[src/rtl/sum_accumulator.sv]
// Accumulates ACC_CNT accepted upstream sums into one registered result.
// Optional synchronous partial-sum clear port i_clr when SUM_ACC_CLR_EN is defined.
module sum_accumulator #(
    parameter int DATA_WD = 16,
    parameter int ACC_CNT = 4,
    localparam int CNT_WD = (ACC_CNT > 1) ? $clog2(ACC_CNT) : 1,
    localparam int ACC_WD = DATA_WD + 1 + $clog2(ACC_CNT)
) (
    input  logic              i_clk,
    input  logic              i_rst,
`ifdef SUM_ACC_CLR_EN
    input  logic              i_clr,
`endif
    input  logic [DATA_WD:0]  i_sum,
    input  logic              i_valid,
    output logic              o_ready,
    output logic [ACC_WD-1:0] o_acc,
    output logic              o_valid,
    input  logic              i_ready
);

    // Handshakes: a word transfers on a rising edge where valid && ready are both 1;
    // the sender holds data stable until then, and ready never waits on valid.
    typedef enum logic {
        ACCUM = 1'b0,
        HOLD  = 1'b1
    } state_t;

    localparam logic [CNT_WD-1:0] CNT_LAST = CNT_WD'(ACC_CNT - 1);

    state_t            state;
    state_t            state_nxt;
    logic [ACC_WD-1:0] acc;
    logic [CNT_WD-1:0] cnt;
    logic              clr;
    logic              accept;
    logic              last;

`ifdef SUM_ACC_CLR_EN
    assign clr = i_clr;
`else
    assign clr = 1'b0;
`endif

    assign accept = i_valid && o_ready;
    assign last   = (cnt == CNT_LAST);

    always_ff @(posedge i_clk) begin
        if (i_rst) begin
            state   <= ACCUM;
            acc     <= '0;
            cnt     <= '0;
            o_acc   <= '0;
            o_valid <= 1'b0;
        end else begin
            state <= state_nxt;
            if (state == ACCUM) begin
                if (clr) begin
                    acc <= '0;
                    cnt <= '0;
                end else if (accept) begin
                    if (last) begin
                        o_acc   <= acc + ACC_WD'(i_sum);
                        o_valid <= 1'b1;
                        acc     <= '0;
                        cnt     <= '0;
                    end else begin
                        acc <= acc + ACC_WD'(i_sum);
                        cnt <= cnt + 1'b1;
                    end
                end
            end else if (i_ready) begin
                o_valid <= 1'b0;
            end
        end
    end

    always_comb begin
        state_nxt = state;
        case (state)
            ACCUM:   if (accept && last) state_nxt = HOLD;
            HOLD:    if (i_ready) state_nxt = ACCUM;
            default: state_nxt = ACCUM;
        endcase
    end

    // Reset and clear gate ready combinationally so nothing is absorbed in those cycles.
    always_comb begin
        o_ready = 1'b0;
        if (!i_rst && !clr && state == ACCUM) o_ready = 1'b1;
    end

endmodule

[config.mk]
export PLATFORM = sky130hd
export DESIGN_NAME = sum_accumulator
export DESIGN_NICKNAME = d
export VERILOG_FILES = /design/src/rtl/sum_accumulator.sv
export SDC_FILE = /design/constraint.sdc
export NUM_CORES = 1
export LEC_CHECK = 0
export CAP_MARGIN = 20
export CORE_MARGIN = 10
export CORE_UTILIZATION = 40
export CTS_CLUSTER_DIAMETER = 30
export DETAILED_ROUTE_END_ITERATION = 8
export SYNTH_ARGS = -nofsm -noshare
export SYNTH_HDL_FRONTEND = slang
export SYNTH_SLANG_ARGS = --single-unit
export TNS_END_PERCENT = 10
[constraint.sdc]
create_clock -name i_clk -period 3.2 [get_ports i_clk]
set_input_delay 0.8 -clock i_clk [delete_from_list [all_inputs] [get_ports i_clk]]
set_output_delay 0.8 -clock i_clk [all_outputs]
set_load 0.01 [all_outputs]
# ---- Yosys cells after proc, flatten, opt, wreduce, memory -nomap -nowiden
# Cells that the tools add are included.
dict set report totals {
  reg_bits 42
  latch_bits 0
  mem_bits_rw 0
  rom_bits 0
  input_bits 21
  output_inout_bits 21
  wordCells 29
  mem_count 0
}
dict set report classes {
  add_sub_neg 2
  multipliers 0
  n_div 0
  magnitude_cmp 0
  eq_ne 2
  shifts 0
  mux 10
  bitwise 1
  n_reduce_logical 9
}
# operator n
set ops {}
lappend ops {{$add A19 B17 Y19} 1}
lappend ops {{$mux W19} 1}
lappend ops {{$mux W1} 7}
lappend ops {{$reduce_and A3 Y1} 2}
lappend ops {{$reduce_bool A2 Y1} 2}
lappend ops {{$logic_and A1 B1 Y1} 3}
lappend ops {{$add A2 B1 Y2 const B} 1}
lappend ops {{$eq A2 B2 Y1 const B} 1}
lappend ops {{$mux W2} 1}
lappend ops {{$ne A2 B2 Y1 const B} 1}
lappend ops {{$pmux W1 S2} 1}
lappend ops {{$reduce_and A2 Y1} 1}
lappend ops {{$logic_not A1 Y1} 1}
lappend ops {{$not A1 Y1} 1}

# ---- Longest topological paths before layout
# Gate-level depths: netlist of the first run.
dict set report depth {
  ltp_word 7
  mapped_depth 10
  mapped_depth_nobuf 10
}

# ---- Worst setup path after synthesis of the first run
# OpenSTA, ideal clock, no wires.
dict set report synth_timing {
  path_kind {input -> register}
  start {in i_sum[0]}
  end {reg o_acc[18]}
  setup_time_ns 0.103
  arrival_time_ns 2.478
  required_ns 3.097
  slack_ns 0.619
  path_stages 10
  n_path_buf 0
  path_cell_list {ha_1 -> inv_1 -> fa_1 -> nor2b_1 -> o31a_1 -> nor2_1 -> o21a_1 -> o21ai_2 -> nor3_1 -> a2111oi_2}
}
dict set report synth_between {
  elab_chain_cells 1
}
# element line
set synth_rtl {}
lappend synth_rtl {{start: declaration} 14} ;# input logic [DATA_WD:0] i_sum,
lappend synth_rtl {{$add A19 B17 Y19} 63} ;# o_acc <= acc + ACC_WD'(i_sum);
lappend synth_rtl {{end signal: assignment} 63}
lappend synth_rtl {{end: declaration} 17} ;# output logic [ACC_WD-1:0] o_acc,
# No other way between the ends.
# A chain may end at the register's enable or synchronous reset.

# ---- Worst setup path after layout of the first run
dict set report layout_timing {
  start {in i_rst}
  end {out o_ready}
}
dict set report layout_between {
  elab_chain_cells 3
}
# element line
set layout_rtl {}
lappend layout_rtl {{start: declaration} 10} ;# input logic i_rst,
lappend layout_rtl {{$logic_not A1 Y1} 90} ;# if (!i_rst && !clr && state == ACCUM) o_ready = 1'b1;
lappend layout_rtl {{$logic_and A1 B1 Y1} 90}
lappend layout_rtl {{$mux W1} 90}
lappend layout_rtl {{end: declaration} 16} ;# output logic o_ready,
# No other way between the ends.

==> run_results.csv, run 1 <==
group,metric,value,unit
worst_setup_path,path_max_fanout,4,
synth,ys_seq_elements,42,
clocking,clock_sinks,42,
global_routing,antenna_found_initial,0,
worst_setup_path,reg2regPathDepth,10,
place,dp_slack,0.03693,ns
place,place_congestion,0.8650,
synth,synthCells,284,
worst_setup_path,cp-start-kind,"input port",
floorplan,initial_core_util,40.93,%
floorplan,die_w,97.38,um
worst_setup_path,end_kind,"output port",
worst_setup_path,critPathArrivalTime,2.08,ns
worst_setup_path,crit_path_start,"i_rst",
finish,diodes,0,
worst_setup_path,worst-r2r-setup-slack,0.94,ns
place,port_buffers,41,
synth,yosys-top-cells-area,"dfxtp_1 (35%), ha_1 (9.4%), a21oi_1 (6.5%)",
global_routing,grt_pass1_vias,2157,
worst_setup_path,r2r_end,"o_acc[18]$_SDFFE_PP0P_",
worst_setup_path,required,2.40,ns
clocking,clk_latency,0.30,ns
worst_setup_path,crit_end,"o_ready",
clocking,cts_buffers,5,
drt,drc,0,
drt,vias,2120,
timing,timing.hold.ws,0.4552,ns
finish,area_growth,24.29,%
timing,rsz0062_at_grt,"false",
timing,tns,0,ns
timing,maxSlewViolCount,0,
clocking,clk_pin_slew,0.08,ns
run_status,status,"completed",
global_routing,grt_max_degree,35,
place,dp.final_hpwl,4575,um
floorplan,core,5851,sq um
clocking,postCtsSetupBuffers,0,
drt,routed_wl,6096,um
timing,worst_pin_slew,0.7498,ns
drt,first_pass_iters,6,
timing,setup_ws,0.3224,ns
global_routing,grt_pass1_wl,10410,um
drt,ant_nets,0,
synth,ys_warn_count,0,
synth,syn_area_per_cell,8.432,sq um
timing,finClkSkew,0.005413,ns
floorplan,dieArea,9482,sq um
clocking,root_buffer,"clkbuf_8",
timing,period_needed,2.878,ns
finish,drive_above_1_share,8.896,%
synth,yosysTopAreaCell,"dfxtp_1",
synth,synth-edff-count,0,
timing,maxSlewHeadroom,49.83,%
clocking,h-tree-depth,2,
power,p_per_area,490.7,nW/um^2
drt,drtIter0Drc,107,
timing,finalSetupViolCount,0,
clocking,ctsResizeCount,0,
clocking,cts_hold_buf,0,
power,power.total,1.461,mW
synth,synth_fp_nets,324,
global_routing,overflow,0,
floorplan,fp-row-count,28,
run,maxCapViolations,0,
timing,hold_viol,0,
drt,post_drt_wl_per_cell,15.20,um
synth,ys_types,44,
synth,ys_seq_area_share,35.11,%
drt,avgViaCountPerCell,5.287,
synth,async_flop_share,0,%
power,cellLeakagePower,1.148,nW
clocking,cts_tree,"yes",
timing,period_share,89.92,%
floorplan,ios,42,
global_routing,grt_util_all_layers,12.79,%
worst_setup_path,rr_startpoint,"acc[0]$_SDFFE_PP0P_",
synth,synth_flop_cell,"dfxtp_1",
finish,nets,365,
synth,synth_top_area_share,35.11,%
hold_path,min_path_type,"flip-flop to flip-flop",
finish,final_core_util,50.88,%
clocking,cts.path.max_buffers,2,
power,vdd_drop_max,0.1966,mV
timing,max_clock_freq,347.5,MHz
floorplan,die_h,97.38,um
worst_setup_path,worstSetupPathType,"input port to output port",
synth,synth.cell_area,2395,sq um
[cell type report]
type                            instances  area, sq um
Fill cell                             597         2874
Multi-Input combinational cell        219         1443
Sequential cell                        42        840.8
Timing Repair Buffer                   51        485.5
Tap cell                               75        93.84
Clock buffer                            7        86.33
Inverter                                6        22.52
Clock inverter                          1        5.005
[per-stage QoR]
step / cells / area, sq um
2_1_floorplan: 284 / 2395
3_3_place_gp: 393 / 2885
3_5_place_dp: 393 / 2885
4_1_cts: 401 / 2977
5_1_grt: 401 / 2977
6_report: 401 / 2977
[report_power, final]
part | switching, mW | total (mW) | internal [mW]
sequential | 0.0292 | 0.595 | 0.566
combinational | 0.285 | 0.511 | 0.225
clock | 0.180 | 0.355 | 0.174
[worst min path at each step]
stage	start	to	slack [ns]	cells past startpoint
final	o_valid$_SDFFE_PP0P_	o_valid$_SDFFE_PP0P_	0.46	2
after CTS	o_valid$_SDFFE_PP0P_	o_valid$_SDFFE_PP0P_	0.46	2
after global routing	o_acc[12]$_SDFFE_PP0P_	o_acc[12]$_SDFFE_PP0P_	0.48	2
after detailed placement	acc[16]$_SDFFE_PP0P_	acc[16]$_SDFFE_PP0P_	0.45	2
after floorplan	acc[11]$_SDFFE_PP0P_	acc[11]$_SDFFE_PP0P_	0.43	2
after global placement	acc[13]$_SDFFE_PP0P_	acc[13]$_SDFFE_PP0P_	0.44	2
[state kept, by name, indices dropped and copies added (netlist names)]
| name | count |
|---|---|
| cnt | 2 |
| o_valid | 1 |
| acc | 19 |
| o_acc | 19 |
| state | 1 |
[critical path, cell delays in order]
cell and delay [ns]:
clkdlybuf4s50_1 0.43, nor2_1 0.25, clkdlybuf4s50_1 0.60
[cells by family after synthesis]
| kind of cell | count (synthesis) | synth area share [%] |
|---|---|---|
| compound gates | 93 | 25.97 |
| simple gates | 92 | 18.55 |
| flops | 42 | 35.11 |
| buf+inv | 23 | 4.650 |
| fa+ha+maj | 19 | 10.24 |
| xor+xnor | 15 | 5.486 |
[per-layer routing]
layer	global-route usage, %	part of all wire [%]	up-vias
met4	4.027	1.6	0
met5	0	0	-
met2	20.39	46	52
met3	3.983	6.3	10
li1	-	-	1095
met1	15.95	46	963
[placed cells by master (no fill, tap or decap), types with 5 or more instances in the layout]
| cell type | n |
|---|---|
| dfxtp_1 | 42 |
| clkdlybuf4s50_1 | 41 |
| nand2_1 | 36 |
| a21oi_1 | 31 |
| nor2_1 | 20 |
| ha_1 | 18 |
| o21ai_0 | 15 |
| xnor2_1 | 11 |
| nand3b_1 | 10 |
| buf_4 | 10 |
| inv_1 | 6 |
| a21o_1 | 6 |
| o31ai_1 | 6 |
| clkbuf_8 | 6 |
| nor3_1 | 5 |
[synth_stat cells, types with 2 or more instances]
cell and n:
o21ai_0 15, o21bai_1 2, nand4_1 3, nand3b_1 10, nor3_1 5, xnor2_1 11, o21a_1 2, a21oi_2 4
o31ai_1 6, a21o_1 6, a22oi_1 4, and3_1 3, buf_2 2, dfxtp_1 42, a31oi_1 4, nor2_1 20
xor2_1 4, a22o_1 4, inv_1 6, o31ai_2 2, nand3_1 4, clkbuf_1 12, o21ai_1 3, nand2b_1 3
a21oi_1 31, ha_1 18, buf_6 3, o21ai_2 2, nand2_1 36, nor2b_1 3
Power figures use the tool's default switching activity.
==> inputs of run 2 (changes only) <==
--- a/config.mk
+++ b/config.mk
@@ -10,6 +10,7 @@
 export CORE_UTILIZATION = 40
 export CTS_CLUSTER_DIAMETER = 30
 export DETAILED_ROUTE_END_ITERATION = 8
+export SETUP_SLACK_MARGIN = 0.15
 export SYNTH_ARGS = -nofsm -noshare
 export SYNTH_HDL_FRONTEND = slang
 export SYNTH_SLANG_ARGS = --single-unit
==> run_results.csv, run 2 (synthesis results as in run 1) <==
group,metric,value,unit
drt,vias,2128,
run,maxCapViolations,0,
place,dp.cells,393,
clocking,h-tree-depth,2,
global_routing,overflow,0,
worst_setup_path,critPathArrivalTime,3.04,ns
global_routing,grt_pass1_vias,2157,
worst_setup_path,worstSetupPathType,"input port to flip-flop",
finish,drive_above_1_share,9.480,%
finish,final_common_cell,"dfxtp_1",
clocking,cts_buffers,5,
power,p_per_area,489.1,nW/um^2
timing,setup_ws,0.3492,ns
worst_setup_path,path_max_fanout,4,
worst_setup_path,end_kind,"flip-flop",
global_routing,grt_pass1_wl,10410,um
timing,maxSlewViolCount,0,
clocking,root_buffer,"clkbuf_8",
timing,tns,0,ns
clocking,cts_tree,"yes",
timing,rsz0062_at_grt,"false",
finish,nets,366,
drt,ant_nets,0,
worst_setup_path,cp-start-kind,"input port",
drt,routed_wl,6105,um
global_routing,antenna_found_initial,0,
drt,post_drt_wl_per_cell,15.19,um
floorplan,dieArea,9482,sq um
place,place_congestion,0.8650,
finish,layout_common_cells,"dfxtp_1 (42), clkdlybuf4s50_1 (41), nand2_1 (36)",
hold_path,min_path_type,"flip-flop to flip-flop",
floorplan,die_w,97.38,um
power,cellLeakagePower,1.155,nW
finish,final_core_util,51.05,%
floorplan,core,5851,sq um
worst_setup_path,required,3.39,ns
place,place_area,2885,sq um
place,dp.final_hpwl,4575,um
floorplan,fp-row-count,28,
power,p_sw_share,33.81,%
finish,final_cells,402,
drt,drc,0,
timing,period_needed,2.851,ns
power,intPower,966.9,uW
global_routing,grt_max_degree,35,
power,power.switching,494.0,uW
drt,first_pass_iters,4,
clocking,clk_latency,0.29,ns
finish,final_area,2987,sq um
global_routing,grt_util_all_layers,12.79,%
timing,maxSlewHeadroom,49.64,%
finish,largestRegisters,"acc x19, o_acc x19, cnt x2",
place,dp_slack,0.03693,ns
timing,hold_viol,0,
drt,drtIter0Drc,123,
place,port_buffers,41,
floorplan,ios,42,
timing,finClkSkew,0.005118,ns
floorplan,die_h,97.38,um
timing,period_share,89.09,%
timing,max_clock_freq,350.8,MHz
power,clockPowerShare,24.2,%
floorplan,initial_core_util,40.93,%
power,p_comb_share,35.1,%
run_status,status,"completed",
clocking,clk_pin_slew,0.08,ns
finish,diodes,0,
finish,area_growth,24.71,%
timing,finalSetupViolCount,0,
clocking,clock_sinks,42,
power,power_frac_seq,40.8,%
power,vdd_drop_max,0.1963,mV
drt,avgViaCountPerCell,5.294,
clocking,cts.path.max_buffers,2,
timing,worst_pin_slew,0.7526,ns
==> run 2: cell types whose count changed in the layout (fill, tap and decap cells not counted) <==
| cell | delta |
|---|---|
| buf_4 | +1 |
| nor2b_1 | -1 |
| nor2b_2 | +1 |
==> run 2: final cells by class <==
type,instances,area (sq um)
fill,595,2864
multi-input combinational,219,1445
sequential,42,840.8
timing repair buffer,52,493.0
tap,75,93.84
clock buffer,7,86.33
inverter,6,22.52
clock inverter,1,5.005
==> run 2: layer usage <==
layer	global-route usage, %	routed length, um	part of all wire, %	up-vias
li1	-	-	-	1096
met1	15.95	2838	46	973
met2	20.39	2806	46	50
met3	3.983	364	6.0	9
met4	4.027	95	1.6	0
met5	0	0	0	-
==> run 2: repair_timing <==
item | CTS | global route
setup buffers | 0 | 1
hold buffers | 0 | 0
setup endpoints to repair | 0 | 1
resized for setup | 0 | 1
==> run 2: final timing paths <==
check	depth (start not counted)	start	end	slack, ns
setup / recovery	11	i_sum[0]	o_acc[18]$_SDFFE_PP0P_	0.35
hold reg to reg	2	o_valid$_SDFFE_PP0P_	o_valid$_SDFFE_PP0P_	0.46
hold / removal	2	o_valid$_SDFFE_PP0P_	o_valid$_SDFFE_PP0P_	0.46
setup reg to reg	10	acc[0]$_SDFFE_PP0P_	o_acc[18]$_SDFFE_PP0P_	0.97
==> run 2: per-stage QoR <==
stage                     hold WS [ns]  total power [mW]
final                           0.4553             1.461
after global routing            0.4773             1.562
after CTS                       0.4608             1.478
after detailed placement        0.4493             1.115
after global placement          0.4402             1.110
after floorplan                 0.4292            0.9894
==> run 2: worst max-delay path, stage by stage <==
cell and delay, ns:
clkdlybuf4s50_1 0.46, ha_1 0.17, inv_1 0.06, fa_1 0.41, nor2b_2 0.15, o31a_1 0.21, nor2_1 0.07, o21a_1 0.22
o21ai_2 0.16, nor3_1 0.07, a2111oi_2 0.26
==> run 2: power by group through the flow <==
stage	registers [mW]	logic, mW	clock network (mW)
finish	0.595	0.512	0.353
global route	0.602	0.570	0.391
CTS	0.596	0.513	0.369
detailed placement	0.608	0.507	0
global placement	0.607	0.504	0
floorplan	0.599	0.390	0
